### src/rtl/vehicle_pkg.sv
// Shared vehicle-side constants and types: distance width, default
// 50 MHz ranging timings and the ultrasonic ranger state encoding.
package vehicle_pkg;

  localparam int CM_W = 9;

  localparam int DEF_TRIG_CYCLES      = 500;
  localparam int DEF_CYCLES_PER_CM    = 2900;
  localparam int DEF_MAX_CM           = 400;
  localparam int DEF_ECHO_WAIT_CYCLES = 1_500_000;
  localparam int DEF_PERIOD_CYCLES    = 3_000_000;

  typedef enum logic [2:0] {
    IDLE      = 3'd0,
    TRIG      = 3'd1,
    WAIT_ECHO = 3'd2,
    MEASURE   = 3'd3,
    HOLDOFF   = 3'd4
  } ranger_state_t;

endpackage

### src/rtl/ultrasonic_ranger_if.sv
// Sensor-side and result-side signals of one ultrasonic ranger.
// Handshake: dataValid is a one-cycle strobe with no ready/backpressure.
// SensorInCM and timeout change only in the cycle dataValid is high and
// hold until the next strobe, so a consumer may sample them on dataValid
// or read them at any later time.
interface ultrasonic_ranger_if;
  logic                           ENABLE;
  logic                           ECHO;
  logic                           TRIG;
  logic [vehicle_pkg::CM_W-1:0]   SensorInCM;
  logic                           dataValid;
  logic                           timeout;
  logic                           busy;
  vehicle_pkg::ranger_state_t     state;

  modport master (
    input  ENABLE, ECHO,
    output TRIG, SensorInCM, dataValid, timeout, busy, state
  );

  modport slave (
    output ENABLE, ECHO,
    input  TRIG, SensorInCM, dataValid, timeout, busy, state
  );
endinterface

### src/rtl/echo_sync.sv
// Two-flop synchroniser for an asynchronous level, plus registered
// single-cycle rise/fall pulses. Pin-to-pulse latency is three clocks
// for both edges, so pulse spacing equals the pin high/low width.
module echo_sync (
  input  logic clk_i,
  input  logic rst_ni,
  input  logic async_i,
  output logic level_o,
  output logic rise_o,
  output logic fall_o
);

  logic meta_q, sync_q, prev_q, rise_q, fall_q;

  // Synchronise the pin and register edge pulses off the clean level.
  always_ff @(posedge clk_i or negedge rst_ni) begin
    if (!rst_ni) begin
      meta_q <= 1'b0;
      sync_q <= 1'b0;
      prev_q <= 1'b0;
      rise_q <= 1'b0;
      fall_q <= 1'b0;
    end else begin
      meta_q <= async_i;
      sync_q <= meta_q;
      prev_q <= sync_q;
      rise_q <= sync_q & ~prev_q;
      fall_q <= ~sync_q & prev_q;
    end
  end

  assign level_o = sync_q;
  assign rise_o  = rise_q;
  assign fall_o  = fall_q;

endmodule

### src/rtl/ultrasonic_ranger.sv
// HC-SR04 style ranger: fires TRIG, times the echo high width and
// publishes whole centimetres (or MAX_CM with timeout on no echo/overrun).
module ultrasonic_ranger
  import vehicle_pkg::*;
#(
  parameter int TRIG_CYCLES      = DEF_TRIG_CYCLES,
  parameter int CYCLES_PER_CM    = DEF_CYCLES_PER_CM,
  parameter int MAX_CM           = DEF_MAX_CM,
  parameter int ECHO_WAIT_CYCLES = DEF_ECHO_WAIT_CYCLES,
  parameter int PERIOD_CYCLES    = DEF_PERIOD_CYCLES
) (
  input  logic CLOCK_50,
  input  logic RESET_N,
  ultrasonic_ranger_if.master bus
);

  localparam int CNT_W = $clog2(PERIOD_CYCLES);
  localparam int SUB_W = $clog2(CYCLES_PER_CM);

  localparam logic [CNT_W-1:0] TRIG_LAST   = CNT_W'(TRIG_CYCLES - 1);
  localparam logic [CNT_W-1:0] WAIT_LAST   = CNT_W'(ECHO_WAIT_CYCLES - 1);
  localparam logic [CNT_W-1:0] PERIOD_LAST = CNT_W'(PERIOD_CYCLES - 1);
  localparam logic [SUB_W-1:0] SUB_LAST    = SUB_W'(CYCLES_PER_CM - 1);
  localparam logic [CM_W-1:0]  MAX_CM_V    = CM_W'(MAX_CM);

  ranger_state_t    state_q, state_d;
  logic [CNT_W-1:0] cnt_q, cnt_d;
  logic [CNT_W-1:0] period_q, period_d;
  logic [SUB_W-1:0] sub_q, sub_d;
  logic [CM_W-1:0]  cm_q, cm_d;
  logic             armed_q, armed_d;
  logic             trig_q, trig_d;
  logic [CM_W-1:0]  dist_q, dist_d;
  logic             valid_q, valid_d;
  logic             tout_q, tout_d;
  logic             busy_q, busy_d;

  logic echo_lvl, echo_rise, echo_fall;

  echo_sync u_echo_sync (
    .clk_i   (CLOCK_50),
    .rst_ni  (RESET_N),
    .async_i (bus.ECHO),
    .level_o (echo_lvl),
    .rise_o  (echo_rise),
    .fall_o  (echo_fall)
  );

  // A rise only counts once the synchronised echo has been seen low inside
  // WAIT_ECHO, so an echo already high when TRIG drops is ignored.
  logic rise_ok, trig_done, wait_expired, sub_wrap, overrun, hold_done;
  assign rise_ok      = echo_rise & armed_q;
  assign trig_done    = (cnt_q == TRIG_LAST);
  assign wait_expired = (cnt_q == WAIT_LAST);
  assign sub_wrap     = (sub_q == SUB_LAST);
  assign overrun      = sub_wrap & (cm_q == MAX_CM_V);
  assign hold_done    = (period_q == PERIOD_LAST) & ~echo_lvl;

  // State register.
  always_ff @(posedge CLOCK_50 or negedge RESET_N) begin
    if (!RESET_N) state_q <= IDLE;
    else          state_q <= state_d;
  end

  // Next-state logic.
  always_comb begin
    state_d = state_q;
    case (state_q)
      IDLE:      if (bus.ENABLE) state_d = TRIG;
      TRIG:      if (trig_done) state_d = WAIT_ECHO;
      WAIT_ECHO: begin
        if (rise_ok)           state_d = MEASURE;
        else if (wait_expired) state_d = HOLDOFF;
      end
      MEASURE:   if (overrun || echo_fall) state_d = HOLDOFF;
      HOLDOFF:   if (hold_done) state_d = bus.ENABLE ? TRIG : IDLE;
      default:   state_d = IDLE;
    endcase
  end

  // Counter and registered-output next values.
  always_comb begin
    cnt_d    = cnt_q;
    sub_d    = sub_q;
    cm_d     = cm_q;
    armed_d  = armed_q;
    dist_d   = dist_q;
    tout_d   = tout_q;
    valid_d  = 1'b0;
    trig_d   = (state_d == TRIG);
    busy_d   = (state_d != IDLE);
    // Period counter saturates so long overruns cannot wrap it.
    period_d = (period_q == PERIOD_LAST) ? period_q : period_q + CNT_W'(1);
    if (state_q != TRIG && state_d == TRIG) begin
      period_d = '0;
      cnt_d    = '0;
    end
    case (state_q)
      TRIG: begin
        cnt_d   = trig_done ? '0 : cnt_q + CNT_W'(1);
        armed_d = 1'b0;
      end
      WAIT_ECHO: begin
        if (!echo_lvl) armed_d = 1'b1;
        if (rise_ok) begin
          sub_d = '0;
          cm_d  = '0;
        end else if (wait_expired) begin
          dist_d  = MAX_CM_V;
          tout_d  = 1'b1;
          valid_d = 1'b1;
        end else begin
          cnt_d = cnt_q + CNT_W'(1);
        end
      end
      MEASURE: begin
        if (overrun) begin
          dist_d  = MAX_CM_V;
          tout_d  = 1'b1;
          valid_d = 1'b1;
        end else if (echo_fall) begin
          // The fall cycle itself completes a centimetre when sub is at its top.
          dist_d  = cm_q + CM_W'(sub_wrap);
          tout_d  = 1'b0;
          valid_d = 1'b1;
        end else if (sub_wrap) begin
          sub_d = '0;
          cm_d  = cm_q + CM_W'(1);
        end else begin
          sub_d = sub_q + SUB_W'(1);
        end
      end
      default: ;
    endcase
  end

  // Datapath and output registers.
  always_ff @(posedge CLOCK_50 or negedge RESET_N) begin
    if (!RESET_N) begin
      cnt_q    <= '0;
      period_q <= '0;
      sub_q    <= '0;
      cm_q     <= '0;
      armed_q  <= 1'b0;
      trig_q   <= 1'b0;
      dist_q   <= MAX_CM_V;
      valid_q  <= 1'b0;
      tout_q   <= 1'b0;
      busy_q   <= 1'b0;
    end else begin
      cnt_q    <= cnt_d;
      period_q <= period_d;
      sub_q    <= sub_d;
      cm_q     <= cm_d;
      armed_q  <= armed_d;
      trig_q   <= trig_d;
      dist_q   <= dist_d;
      valid_q  <= valid_d;
      tout_q   <= tout_d;
      busy_q   <= busy_d;
    end
  end

  assign bus.TRIG       = trig_q;
  assign bus.SensorInCM = dist_q;
  assign bus.dataValid  = valid_q;
  assign bus.timeout    = tout_q;
  assign bus.busy       = busy_q;
  assign bus.state      = state_q;

endmodule
### src/flat_wrapper.sv
// flat-port wrapper written by rule: the top's interface ports become plain ports
module ultrasonic_ranger_flat import vehicle_pkg::*;
#(
  parameter int TRIG_CYCLES      = DEF_TRIG_CYCLES,
  parameter int CYCLES_PER_CM    = DEF_CYCLES_PER_CM,
  parameter int MAX_CM           = DEF_MAX_CM,
  parameter int ECHO_WAIT_CYCLES = DEF_ECHO_WAIT_CYCLES,
  parameter int PERIOD_CYCLES    = DEF_PERIOD_CYCLES
)
  (CLOCK_50, RESET_N, bus_ENABLE, bus_ECHO, bus_TRIG, bus_SensorInCM, bus_dataValid, bus_timeout, bus_busy, bus_state);
  ultrasonic_ranger_if bus_i ();
  input  logic CLOCK_50;
  input  logic RESET_N;
  input wire logic [$bits(bus_i.ENABLE)-1:0] bus_ENABLE;
  input wire logic [$bits(bus_i.ECHO)-1:0] bus_ECHO;
  output wire logic [$bits(bus_i.TRIG)-1:0] bus_TRIG;
  output wire logic [$bits(bus_i.SensorInCM)-1:0] bus_SensorInCM;
  output wire logic [$bits(bus_i.dataValid)-1:0] bus_dataValid;
  output wire logic [$bits(bus_i.timeout)-1:0] bus_timeout;
  output wire logic [$bits(bus_i.busy)-1:0] bus_busy;
  output wire logic [$bits(bus_i.state)-1:0] bus_state;
  assign bus_i.ENABLE = bus_ENABLE;
  assign bus_i.ECHO = bus_ECHO;
  assign bus_TRIG = bus_i.TRIG;
  assign bus_SensorInCM = bus_i.SensorInCM;
  assign bus_dataValid = bus_i.dataValid;
  assign bus_timeout = bus_i.timeout;
  assign bus_busy = bus_i.busy;
  assign bus_state = bus_i.state;
  ultrasonic_ranger #(.TRIG_CYCLES(TRIG_CYCLES), .CYCLES_PER_CM(CYCLES_PER_CM), .MAX_CM(MAX_CM), .ECHO_WAIT_CYCLES(ECHO_WAIT_CYCLES), .PERIOD_CYCLES(PERIOD_CYCLES)) u_core (.CLOCK_50(CLOCK_50), .RESET_N(RESET_N), .bus(bus_i));
endmodule
### config.mk
export PLATFORM = sky130hd
export DESIGN_NAME = ultrasonic_ranger_flat
export DESIGN_NICKNAME = d
export VERILOG_FILES = /design/src/rtl/vehicle_pkg.sv /design/src/rtl/ultrasonic_ranger_if.sv /design/src/rtl/echo_sync.sv /design/src/rtl/ultrasonic_ranger.sv /design/src/flat_wrapper.sv
export SDC_FILE = /design/constraint.sdc
export NUM_CORES = 1
export LEC_CHECK = 0
export BUFFER_PORTS_ARGS = -buffer_cell sky130_fd_sc_hd__buf_4
export CORE_UTILIZATION = 45
export DETAILED_ROUTE_END_ITERATION = 8
export GPL_TIMING_DRIVEN = 0
export PLACE_DENSITY_LB_ADDON = 0.05
export SYNTH_ARGS = -nofsm -noshare
export SYNTH_HDL_FRONTEND = slang
export SYNTH_HIERARCHICAL = 1
export SYNTH_SLANG_ARGS = --single-unit
### constraint.sdc
create_clock -name CLOCK_50 -period 2.44 [get_ports CLOCK_50]
set_clock_uncertainty 0.05 [all_clocks]
set_input_delay 0.366 -clock CLOCK_50 [delete_from_list [all_inputs] [get_ports CLOCK_50]]
set_output_delay 0.366 -clock CLOCK_50 [all_outputs]
set_load 0.1 [all_outputs]
==> summary.txt <==
Run status
  • Status: finished, violations left
  • Failing checks: setup timing

Clock tree
  • TritonCTS buffer count: 9
  • CTS max path bufs: 2
  • Clock Sinks: 87
  • H-tree depth: 3
  • Reg clk slew, reported paths: 80 ps
  • CTS tree: done
  • Clock latency at the later pin of the worst-skew pair: 380 ps
  • Root Buffer: clkbuf_8
  • Hold bufs inserted after CTS: 0

Timing
  • Min Tclk post-route: 2531 ps
  • Max Slew Vio Count: 0
  • RSZ-0062 raised after global routing: true
  • Setup TNS: -1743 ps
  • Peak Freq: 395.0 MHz
  • Relative slew slack: 0.2331
  • PnR worst setup slack: -91.48 ps
  • Slew @ Worst Pin: 1150 ps
  • Final period utilization: 1.037
  • Final Hold Viols: 0
  • Hold_ws: 42.63 ps
  • Final Setup Violations: 25

Routing
  • Routed Antenna Nets: 0
  • Detailed router's first-iteration violation count: about 210
  • Routed WL: between 10000 and 15000 µm
  • Mean number of vias per cell: 5.907
  • Routed len/inst: 17.13 µm
  • Detailed-route via count: about 4200
  • DRC violations left: 0
  • DR pass1 iterations: 4

Floorplan
  • Ports: 20
  • Die ar.: 0.01105 mm²
  • CORE AREA: ~0.010 mm²
  • Row Count: 37
  • Height of the die: between 100 and 150 µm
  • Die width: between 100 and 150 µm
  • Starting density of the core: 0.4635

Logic synthesis
  • Post-Synthesis Cells: 525
  • Top cells by area, synth: dfrtp_1, nand3_1, nor2_1, nand2_1, o21ai_0
  • Top-area cell type share of the netlist area: 0.4393
  • Post-Syn Nets: 536
  • Most frequent cell after synthesis: dfrtp_1
  • Asr flop ratio synth: 1.000
  • Yosys cell types: 57
  • Count of flip-flops with a built-in enable after synthesis: 0
  • Synth cell count leaders: dfrtp_1, nor2_1, nand2_1, nand3_1, o21ai_0
  • Sequential element share of the synthesized area: 0.4558
  • Mapped Avg Cell Area: between 9 and 10 µm²
  • Netlist Area Pre-Place: 0.004785 mm²
  • Yosys warns: 6
  • Synth Register Bits: 87
  • Area leader, netlist: dfrtp_1
  • Top_reg_cell synth: dfrtp_1

Critical path
  • Critical path's largest stage delay: 600 ps
  • Top delay family on crit path: simple AND/OR/NAND/NOR gates
  • Arrival @ worst endpoint: 2740 ps
  • CP cell instances: or4b_4 > or4_4 > o41a_4 > nor2_8 > buf_8 > a21oi_2
  • CP Max Fanout: 7
  • Crit. End Element: register
  • Critical path class: reg -> reg
  • CP startpoint kind: register
  • CP max stage cell: or4_4
  • Req. time, crit path: 2650 ps
  • CP bufs+invs: 1

Global routing
  • Aggregate global routing overflow: 0
  • Largest net degree at the start of global routing: 88
  • GRT Total Usage: 0.2325
  • First-pass GRT wire length: 20110 µm
  • Vias in the first global route: about 4000
  • Initial antenna violation count: 0

Job
  • Max-cap violations: 0

Layout
  • Register area: 0.002187 mm²
  • Multi-input logic area: 0.002664 mm²
  • Final cell count without fillers: 712
  • Diodes inserted: 0
  • Final Util: 0.5553
  • Filler cell count: 936
  • Post-route cell area: between 0.005 and 0.006 mm²
  • Share of layout cells above drive strength 1: 0.2135
  • Area Growth Syn to Fin: 19.82%
  • Nets: 582

Placement
  • Post-DP Area: 0.005105 mm²
  • GPL Wtd Cong: 0.8546
  • Port Buffers: 19
  • Placed instance count: 680
  • Placement Setup Slack: -542.6 ps
  • DP HPWL: slightly below 8000 µm

Power
  • Pleak: 2.351 nW
  • P per Cell Area: 644.0 mW/mm²
  • VDD IR max: 0.0005771 V
  • PnR Total Power: 3.692 mW

Hold path
  • HP Class: in -> reg
## cell families after synthesis
kind of cell	after synthesis	share of synthesized area
simple gates	236	0.2646
buf+inv	42	0.03740
fa+ha+maj	7	0.01830
flops	87	0.4558
xor+xnor	28	0.05125
mux	1	0.002353
compound gates	124	0.1702
## registers in the layout, summed over array words and instances (netlist names)
signal / cells
u_core/bus.state: 3
u_core/bus.TRIG: 1
u_core/sub_q: 12
u_core/bus.timeout: 1
u_core/bus.SensorInCM: 9
u_core/cm_q: 9
u_core/cnt_q: 22
u_core/u_echo_sync/rise_o: 1
u_core/u_echo_sync/fall_o: 1
u_core/u_echo_sync/level_o: 1
u_core/period_q: 22
u_core/bus.busy: 1
u_core/u_echo_sync/meta_q: 1
u_core/bus.dataValid: 1
u_core/armed_q: 1
u_core/u_echo_sync/prev_q: 1
## worst paths after layout
path	from	to	slack, ps	cells past startpoint
worst max-delay path	u_core/period_q[13]	u_core/period_q[11]	-90	6
worst min-delay path	bus_ECHO	u_core/u_echo_sync/meta_q	40	1
worst max register to register	u_core/period_q[13]	u_core/period_q[11]	-90	6
worst min register to register	u_core/u_echo_sync/meta_q	u_core/u_echo_sync/level_o	310	0
max in group asynchronous	RESET_N	u_core/bus.state[0]	1310	1
min in group asynchronous	RESET_N	u_core/period_q[18]	100	1
## area by class of cell
class / count / share of cell area
repair buffers: 38 / 0.05238
multi-input cells: 396 / 0.4646
flip-flops and latches: 87 / 0.3815
well taps: 136 / 0.02968
clock inverters: 7 / 0.01702
inverters: 20 / 0.01309
clock buffers: 9 / 0.02161
plain buffers: 19 / 0.02008
## report_power, final
| group | switching [mW] | internal [mW] |
|---|---|---|
| combinational | 0.422 | 0.306 |
| sequential | 0.230 | 1.61 |
| clock | 0.542 | 0.577 |
## routing by layer
layer | global-route usage | share of wire
met1 | 0.2999 | 0.46
met2 | 0.3765 | 0.47
met3 | 0.06176 | 0.043
met4 | 0.08149 | 0.021
met5 | 0 | 0
## cells in the final DEF (no fill, tap or decap), types with 11 or more instances in the layout
cell type  netlist  layout
xor2_1          16      16
buf_4            1      36
nand3_1         38      37
nor2_2           0      11
nand2_1         44      43
inv_1           20      20
a21oi_1         25      17
o22ai_1         15      15
nor2_1          46      31
nand4_1         16      16
dfrtp_1         84      81
xnor2_1         12      12
nor3_1          15      13
o21ai_0         30      29
## repair_timing
item | CTS | global route
endpoints found under the setup margin | 79 | 71
buffers inserted | 14 | 3
pin swaps | 14 | 11
gates cloned | 2 | 0
gates resized for setup | 37 | 42
(Power assumes the default switching activity.)
